**config.mk**
```make
export PLATFORM = sky130hd
export DESIGN_NAME = lcd_cmd_seq
export DESIGN_NICKNAME = d
export VERILOG_FILES = /design/src/rtl/lcd_cmd_seq.sv
export SDC_FILE = /design/constraint.sdc
export NUM_CORES = 1
export LEC_CHECK = 0
export ABC_AREA = 0
export ABC_CLOCK_PERIOD_IN_PS = 10650
export CORE_AREA = 3 3 140 142
export CTS_BUF_LIST = sky130_fd_sc_hd__clkbuf_4 sky130_fd_sc_hd__clkbuf_8
export CTS_CLUSTER_SIZE = 8
export DETAILED_ROUTE_END_ITERATION = 8
export DIE_AREA = 0 0 143 145
export GPL_ROUTABILITY_DRIVEN = 1
export GPL_TIMING_DRIVEN = 0
export SYNTH_ARGS = -nofsm -noshare
export SYNTH_HDL_FRONTEND = slang
export SYNTH_SLANG_ARGS = --single-unit
export TNS_END_PERCENT = 5
```
**constraint.sdc**
```tcl
create_clock -name clk -period 10.65 [get_ports clk]
set_input_delay 2.13 -clock clk [delete_from_list [all_inputs] [get_ports clk]]
set_output_delay 2.13 -clock clk [all_outputs]
set_load 0.05 [all_outputs]
```
**src/rtl/lcd_cmd_seq.sv**
```systemverilog
// lcd_cmd_seq: HD44780 init sequencer and command/character FIFO feeder.
// Optional `LCD_WAIT_CLEAR_EN: long post-command gap after clear/home.

module lcd_cmd_seq #(
    parameter int FIFO_DEPTH = 16,
    parameter int CLK_HZ     = 50_000_000,
    parameter int COLS       = 16,
    parameter int POR_US     = 15000,
    parameter int CMD_US     = 50,
    parameter int CLR_US     = 1600
) (
    input  logic                        clk,
    input  logic                        reset,
    input  logic                        wr_en_i,
    input  logic [8:0]                  wr_data_i,
    input  logic                        flush_i,
    output logic                        fifo_full_o,
    output logic [$clog2(FIFO_DEPTH):0] fifo_level_o,
    output logic                        overflow_o,
    output logic                        init_done_o,
    output logic                        lcd_req_o,
    output logic [7:0]                  lcd_data_o,
    output logic                        lcd_rs_o,
    input  logic                        lcd_done_i
);

    localparam int AW = $clog2(FIFO_DEPTH);
    localparam longint MHZ = longint'(1_000_000);
    localparam longint POR_CYC = (longint'(CLK_HZ) * longint'(POR_US)) / MHZ;
    localparam longint CMD_CYC = (longint'(CLK_HZ) * longint'(CMD_US)) / MHZ;
    localparam longint CLR_CYC = (longint'(CLK_HZ) * longint'(CLR_US)) / MHZ;
    localparam longint MAX_A   = (POR_CYC > CMD_CYC) ? POR_CYC : CMD_CYC;
    localparam longint MAX_CYC = (MAX_A > CLR_CYC) ? MAX_A : CLR_CYC;
    localparam int CNT_W = (MAX_CYC < 2) ? 1 : $clog2(MAX_CYC);

    // Counters run 0..N-1, so terminal values are the cycle counts minus one.
    localparam logic [CNT_W-1:0] POR_T = CNT_W'((POR_CYC > 0) ? POR_CYC - 1 : 0);
    localparam logic [CNT_W-1:0] CMD_T = CNT_W'((CMD_CYC > 0) ? CMD_CYC - 1 : 0);
    localparam logic [AW:0]      DEPTH_L  = (AW + 1)'(FIFO_DEPTH);
    localparam logic [7:0]       COL_LAST = 8'(COLS - 1);

    typedef enum logic [2:0] {
        S_POR, S_INIT, S_IDLE, S_SEND, S_WAIT, S_GAP, S_WRAP
    } state_t;

    state_t state, state_nxt;

    logic [8:0]       mem [FIFO_DEPTH];
    logic [AW:0]      wr_ptr, rd_ptr;
    logic [8:0]       head;
    logic             empty, push, pop;
    logic [CNT_W-1:0] cnt, gap_t, gap_sel;
    logic [2:0]       init_idx;
    logic [7:0]       col;
    logic             line, wrap_pend;

    assign fifo_level_o = wr_ptr - rd_ptr;
    assign fifo_full_o  = (fifo_level_o == DEPTH_L);
    assign empty        = (fifo_level_o == '0);
    assign head         = mem[rd_ptr[AW-1:0]];
    assign push         = wr_en_i && !fifo_full_o && !flush_i;
    assign pop          = (state == S_IDLE) && !empty;

`ifdef LCD_WAIT_CLEAR_EN
    localparam logic [CNT_W-1:0] CLR_T = CNT_W'((CLR_CYC > 0) ? CLR_CYC - 1 : 0);
    logic is_clear;
    assign is_clear = !lcd_rs_o && (lcd_data_o == 8'h01 || lcd_data_o == 8'h02);
    assign gap_sel  = is_clear ? CLR_T : CMD_T;
`else
    assign gap_sel  = CMD_T;
`endif

    function automatic logic [7:0] init_byte(input logic [2:0] idx);
        unique case (idx)
            3'd0:    init_byte = 8'h33;
            3'd1:    init_byte = 8'h32;
            3'd2:    init_byte = 8'h28;
            3'd3:    init_byte = 8'h0C;
            3'd4:    init_byte = 8'h06;
            default: init_byte = 8'h01;
        endcase
    endfunction

    always_ff @(posedge clk) begin
        if (push) mem[wr_ptr[AW-1:0]] <= wr_data_i;
    end

    // Flush takes priority over both push and pop, and never flags overflow.
    always_ff @(posedge clk or negedge reset) begin
        if (!reset) begin
            wr_ptr     <= '0;
            rd_ptr     <= '0;
            overflow_o <= 1'b0;
        end else if (flush_i) begin
            wr_ptr     <= '0;
            rd_ptr     <= '0;
            overflow_o <= 1'b0;
        end else begin
            if (push) wr_ptr <= wr_ptr + 1'b1;
            if (pop) rd_ptr <= rd_ptr + 1'b1;
            if (wr_en_i && fifo_full_o) overflow_o <= 1'b1;
        end
    end

    always_ff @(posedge clk or negedge reset) begin
        if (!reset) state <= S_POR;
        else        state <= state_nxt;
    end

    always_comb begin
        state_nxt = state;
        unique case (state)
            S_POR:  if (cnt == POR_T) state_nxt = S_INIT;
            S_INIT: state_nxt = S_SEND;
            S_IDLE: if (!empty) state_nxt = S_SEND;
            S_SEND: state_nxt = S_WAIT;
            S_WAIT: if (lcd_done_i) state_nxt = S_GAP;
            S_GAP: begin
                if (cnt == gap_t) begin
                    if (wrap_pend)          state_nxt = S_WRAP;
                    else if (init_done_o)   state_nxt = S_IDLE;
                    else if (init_idx == 3'd6) state_nxt = S_IDLE;
                    else                    state_nxt = S_INIT;
                end
            end
            S_WRAP: state_nxt = S_SEND;
            default: state_nxt = S_POR;
        endcase
    end

    always_ff @(posedge clk or negedge reset) begin
        if (!reset) begin
            cnt         <= '0;
            gap_t       <= CMD_T;
            init_idx    <= '0;
            init_done_o <= 1'b0;
            lcd_req_o   <= 1'b0;
            lcd_data_o  <= '0;
            lcd_rs_o    <= 1'b0;
            col         <= '0;
            line        <= 1'b0;
            wrap_pend   <= 1'b0;
        end else begin
            if ((state == S_POR || state == S_GAP) && state_nxt == state)
                cnt <= cnt + 1'b1;
            else
                cnt <= '0;
            if (state_nxt == S_IDLE) init_done_o <= 1'b1;
            unique case (state)
                S_INIT: begin
                    lcd_data_o <= init_byte(init_idx);
                    lcd_rs_o   <= 1'b0;
                end
                S_IDLE: begin
                    if (!empty) begin
                        lcd_data_o <= head[7:0];
                        lcd_rs_o   <= head[8];
                    end
                end
                S_WRAP: begin
                    lcd_data_o <= line ? 8'hC0 : 8'h80;
                    lcd_rs_o   <= 1'b0;
                    wrap_pend  <= 1'b0;
                end
                S_SEND: lcd_req_o <= 1'b1;
                S_WAIT: begin
                    if (lcd_done_i) begin
                        lcd_req_o <= 1'b0;
                        gap_t     <= gap_sel;
                        if (!init_done_o) init_idx <= init_idx + 1'b1;
                        // Cursor follows the byte that just completed.
                        if (lcd_rs_o) begin
                            if (col >= COL_LAST) begin
                                col       <= '0;
                                line      <= !line;
                                wrap_pend <= 1'b1;
                            end else begin
                                col <= col + 1'b1;
                            end
                        end else if (lcd_data_o == 8'h01 || lcd_data_o == 8'h02) begin
                            col  <= '0;
                            line <= 1'b0;
                        end else if (lcd_data_o[7:4] == 4'h8) begin
                            col  <= {4'h0, lcd_data_o[3:0]};
                            line <= 1'b0;
                        end else if (lcd_data_o[7:4] == 4'hC) begin
                            col  <= {4'h0, lcd_data_o[3:0]};
                            line <= 1'b1;
                        end
                    end
                end
                default: ;
            endcase
        end
    end

endmodule

```
== After elaboration in Yosys (flattened, before gate mapping) ==
Memory sizes are Yosys's and may differ from the RTL's.
Cells that the tools add are included.
Word-level totals
  register bits after elaboration: 58
  latch bits: 0
  RAM bits: 144
  bits in read-only memories: 0
  input port bits: 14
  output and inout port bits: 18
  word-level logic and storage cells: 116
  memories: 1
Memory list
  mem: depth 16, bits a word 9, read ports 1, clocked after Yosys merged registers in 0, wr ports 1, line 48  | logic [8:0] mem [FIFO_DEPTH];
Cells by class
  add/sub/neg operators: 6
  $mul: 0
  div/mod/pow operators: 0
  $lt $le $gt $ge: 1
  equality and inequality tests: 25
  shift-type cells: 0
  muxes and demuxes: 39
  bitwise logic cells: 1
  reductions and logical operators: 30
Operator list (number)
  8-bit two-way mux: 6
  6-bit one-hot mux with 5 select lines: 1
  8-bit one-hot mux with 3 select lines: 1
  20-bit by 1-bit adder with 20-bit output, second input constant: 1
  20-bit by 12-bit equality test with 1-bit output, second input constant: 1
  20-bit equality test, second input constant: 1
  20-bit two-way mux: 1
  5-bit two-way mux: 4
  3-bit one-hot mux with 6 select lines: 1
  3-bit by 2-bit equality test with 1-bit output, second input constant: 5
  3-bit equality test, second input constant: 5
  3-bit two-way mux: 5
  1-bit two-way mux: 14
  2-bit nonzero test: 6
  5-bit by 1-bit adder with 5-bit output, second input constant: 2
  8-bit by 1-bit adder with 8-bit output, second input constant: 1
  4-bit equality test, second input constant: 2
  8-bit by 1-bit equality test with 1-bit output, second input constant: 1
  8-bit by 2-bit equality test with 1-bit output, second input constant: 1
  8-bit by 4-bit >= comparator with 1-bit output, second input constant: 1
  2-bit != test, second input constant: 4
  4-bit AND reduction: 2
  7-bit two-way mux: 1
  3-bit by 1-bit equality test with 1-bit output, second input constant: 2
  18 further kinds: 33

== Longest topological paths before layout ==
Gate-level depths: netlist of run 1.
  depth after elaboration: 9
  mapped depth: 11
  mapped depth without buffers: 10

== Worst setup path after synthesis of run 1 ==
Ideal clock, no wire load.
  path kind: register to output
  from: register rd_ptr[1]
  to: output fifo_full_o
  arrival: 2865 ps
  required time: 8520 ps
  slack: 5655 ps
  cell stages (with the launch flop): 10
  path buffers: 3
  cells stage by stage: dfrtp_1 -> clkbuf_1 -> buf_2 -> buf_2 -> inv_1 -> fa_1 -> xor2_2 -> and4b_4 -> o211ai_4 -> inv_4
On the way
  longest elaborated chain between the ends: 2
RTL lines
  start, declared: line 49  | logic [AW:0] wr_ptr, rd_ptr;
  start signal, assigned: line 100  | if (pop) rd_ptr <= rd_ptr + 1'b1;
  5-bit subtractor: line 57  | assign fifo_level_o = wr_ptr - rd_ptr;
  via fifo_level_o[2]: line 18  | output logic [$clog2(FIFO_DEPTH):0] fifo_level_o,
  5-bit equality test: line 58  | assign fifo_full_o = (fifo_level_o == DEPTH_L);
  end, declared: line 17  | output logic fifo_full_o,
The timed path passes the listed nets, and every way through them passes these cells.

== Worst setup path in the final report of run 1 ==
  from: register rd_ptr[1]
  to: output fifo_full_o
On the way
  longest elaborated chain between the ends: 2
RTL lines (line)
  5-bit subtractor: 57
  5-bit equality test: 58
Every way passes these cells.

==> metrics.md, run 1 <==
| Metric | Value |
|---|---|
| Place WS | 4500 ps |
| Height of the die | 145 um |
| Most used cell, CP | buf_2 |
| Total congestion overflow | 0 |
| DRC | 0 |
| Clk root buf | clkbuf_8 |
| Max cap viols | 0 |
| Mapped Area | 0.00886 mm^2 |
| Deepest clock path buffer count | 3 |
| Layout net count | a little under 700 |
| Vias/cell | 5.83 |
| Setup Buffers After CTS | 0 |
| Startpoint types | flip-flop |
| Dpl cells | 859 |
| IO Port Bufs | 30 |
| TritonCTS clock tree | done |
| Insertion delay to the later sink of the worst-skew pair | 540 ps |
| Seq cells post-synth | 202 |
| Sum Neg Setup Slack | 0 ps |
| Cell Count, Final, Fillers Out | 923 |
| Post_cts resized | 0 |
| Initial core utilization | around 48% |
| Final Setup Violations | 0 |
| Clock slew at reported path FFs | 70 ps |
| Slowest CP cell | clkdlybuf4s50_1 |
| Multi-input combinational cell area | approximately 0.0029 mm^2 |
| Slew @ Worst Pin | 1130 ps |
| Arr. time, crit path | 4580 ps |
| IO Pins | 32 |
| Core area | 0.0186 mm^2 |
| Flop2flop setup slack | 5990 ps |
| Clock H-tree levels | 2 |
| Iteration-0 DRC Markers | 343 |
| Register area | 0.00578 mm^2 |
| Pins Over Slew Limit | 0 |
| First-pass DRT Iterations | 5 |
| Hold crit path type | flip-flop to flip-flop |
| Unrepaired setup endpoints after global routing | false |
| VDD IR-drop max | 0.0000866 V |
| Worst Clk Skew | 24.8 ps |
| Commonest non-fill, non-tap cell in the layout | edfxtp_1 |
| PnR worst setup slack | 3940 ps |
| Post-synthesis cell type count | 68 |
| Syn_nets | 623 |
| WL/cell | ~21 um |
| CP endpoint kind | primary output |
| Cts hold-fix bufs | 0 |
| CTS Buf Count | 36 |
| Final hold vios | 0 |
| Total GRT Usage | 19.5% |
| CP required | between 8000 and 9000 ps |
| Status | finished clean |
| Pin count of the biggest net entering global routing | 36 |
| Cell row count | 50 |
| Critical path type | flip-flop to primary output |
| EDFF count, synth | 144 |
| Sequential fraction of the synthesis area | between 60% and 70% |
| Synth warn | 0 |
| Mapped Cells | 593 |
| Max Fanout on Critical Path | 10 |
| Top achievable clock speed | 0.149 GHz |
| N_diodes | 0 |
| Post-route ant nets | 0 |
| DIE WIDTH | between 100 and 150 um |
| First-pass GRT wire length | 31.1 mm |
| Async S/R FF share, synth | between 20% and 30% |
| Sink Count | between 200 and 250 |
| WL final | between 15 and 20 mm |
| Filler instances | 1542 |
| Slew margin rel. | 24.3% |
| Top FF cell, synth | edfxtp_1 |
| Post-DP HPWL | 12.9 mm |
| PD cells | 169 mW/mm^2 |
| Initial antenna violation count | 0 |
| Vias in the first global route | 5549 |
| Most frequent cells in the layout | edfxtp_1 (144), dfrtp_1 (58), nor2_1 (55) |
| Die area | 0.0207 mm^2 |
| Post-layout min period | 6710 ps |
| P_leak | 3.67 nW |
| Layout area overhead | 15.3% |
| Routability Congestion | 0.817 |
| Tcrit/Tclk final | 63.0% |
| Fraction of layout cells with a size suffix above 1 | 18.6% |
| Highest cell delay on the worst timing path | approximately 800 ps |
| Ordered cell list for the critical path | clkbuf_1, buf_2, buf_2, inv_1, fa_1, xor2_2, a211oi_1, o211ai_4, inv_4, clkdlybuf4s50_1 |
| Vias | 5384 |
| Synth Area per Inst | 14.9 um^2 |
==> metrics by stage <==
stage / power (mW) / util (%) / cell area (um^2) / hold WS [ps]
after floorplan: 0.975 / - / 8860 / 424
after global placement: 1.02 / 50.9 / 9450 / 437
final: 1.73 / 55.0 / 10200 / 445
after detailed placement: 1.02 / 51.1 / 9500 / 445
after CTS: 1.75 / 55.0 / 10200 / 452
after global routing: 1.80 / 55.0 / 10200 / 481
==> worst max-delay path, delay by kind of cell, from the launching register on <==
| family | cells | cell delay, ps |
|---|---|---|
| AOI/OAI and AO/OA | 2 | 680 |
| buffers and inverters | 6 | 2270 |
| DFF | 1 | 360 |
| adders and majority gates | 1 | 500 |
| xor gates and xnor gates | 1 | 210 |
==> routing by layer <==
layer / vias up / GRT usage [%] / routed length, um
met2: 166 / 31.3 / 9630
met1: 2753 / 25.5 / 8200
li1: 2426 / - / -
met4: 0 / 7.70 / 577
met3: 39 / 4.94 / 1170
met5: - / 0 / 0
==> flip-flops by register name, summed over array words and instances, names as in the netlist <==
register,flops
init_idx,3
lcd_data_o,8
wrap_pend,1
init_done_o,1
rd_ptr,5
state,3
mem,144
lcd_rs_o,1
col,8
line,1
wr_ptr,5
overflow_o,1
lcd_req_o,1
cnt,20
==> worst paths after layout <==
check	from	to	depth (start not counted)
max	rd_ptr[1]	fifo_full_o	10
min	cnt[0]	cnt[0]	1
max reg2reg	rd_ptr[1]	mem[5][2]	10
min reg2reg	cnt[0]	cnt[0]	1
max in group asynchronous	reset	init_idx[0]	2
min in group asynchronous	reset	wr_ptr[2]	1
==> report_power, final <==
group	internal, mW	leakage [nW]	switching [mW]
Sequential	0.862	2.07	0.0152
Combinational	0.0523	1.21	0.0790
Clock	0.403	0.385	0.314
==> synth_stat cells (3+ instances only) <==
cell type,n,share of area [%]
and2_1,4,0.28
nor2_1,55,2.3
dfrtp_1,58,16
nand2_1,26,1.1
xor2_1,5,0.49
nor2b_1,6,0.42
and3_1,4,0.28
clkbuf_1,13,0.55
nand4_1,10,0.71
inv_1,22,0.93
a21oi_1,26,1.5
nand4b_1,5,0.49
nor4_1,3,0.21
a211oi_1,3,0.25
nor3_1,11,0.62
nand3b_1,3,0.25
o21ai_0,17,0.96
buf_2,4,0.23
mux4_2,38,9.7
nand2b_1,6,0.42
a22oi_1,4,0.34
xnor2_1,18,1.8
ha_1,15,2.1
edfxtp_1,144,49
mux2_2,8,1.0
o221ai_1,4,0.40
mux2i_1,9,1.0
nor4b_1,3,0.30
nor3b_1,4,0.34
nand3_1,14,0.79
or3_1,5,0.35
==> area by class of cell <==
type	count	share of cell area [%]
sequential	202	56.5
clock inverter	9	0.490
multi-input combinational	345	28.5
buffer	22	0.980
inverter	24	0.906
clock buffer	55	6.55
tap	234	2.87
timing repair buffer	32	3.20
==> logic make-up after synthesis <==
group | count (synthesis) | synth area share, %
flops | 202 | 65.2
simple gates | 168 | 9.89
compound gates | 82 | 6.26
mux | 55 | 11.7
buf+inv | 46 | 2.17
xor+xnor | 24 | 2.46
fa+ha+maj | 16 | 2.34
(Power assumes the default switching activity.)
==> run 2, diff against run 1 <==
- ABC_CLOCK_PERIOD_IN_PS: 10650 -> 6690
- clock period: 10.65 -> 6.69 ns (I/O delays scaled with it)
==> results of run 2 <==
The final DEF is identical to that of run 1. Status: finished clean.
Main changes from that run: setup slack after placement 4500 ps -> 1330 ps; setup slack after layout 3940 ps -> 772 ps; register-to-register setup slack 5990 ps -> 2030 ps; total power 1.73 mW -> 2.75 mW; worst IR drop on VDD 0.0000866 V -> 0.000138 V
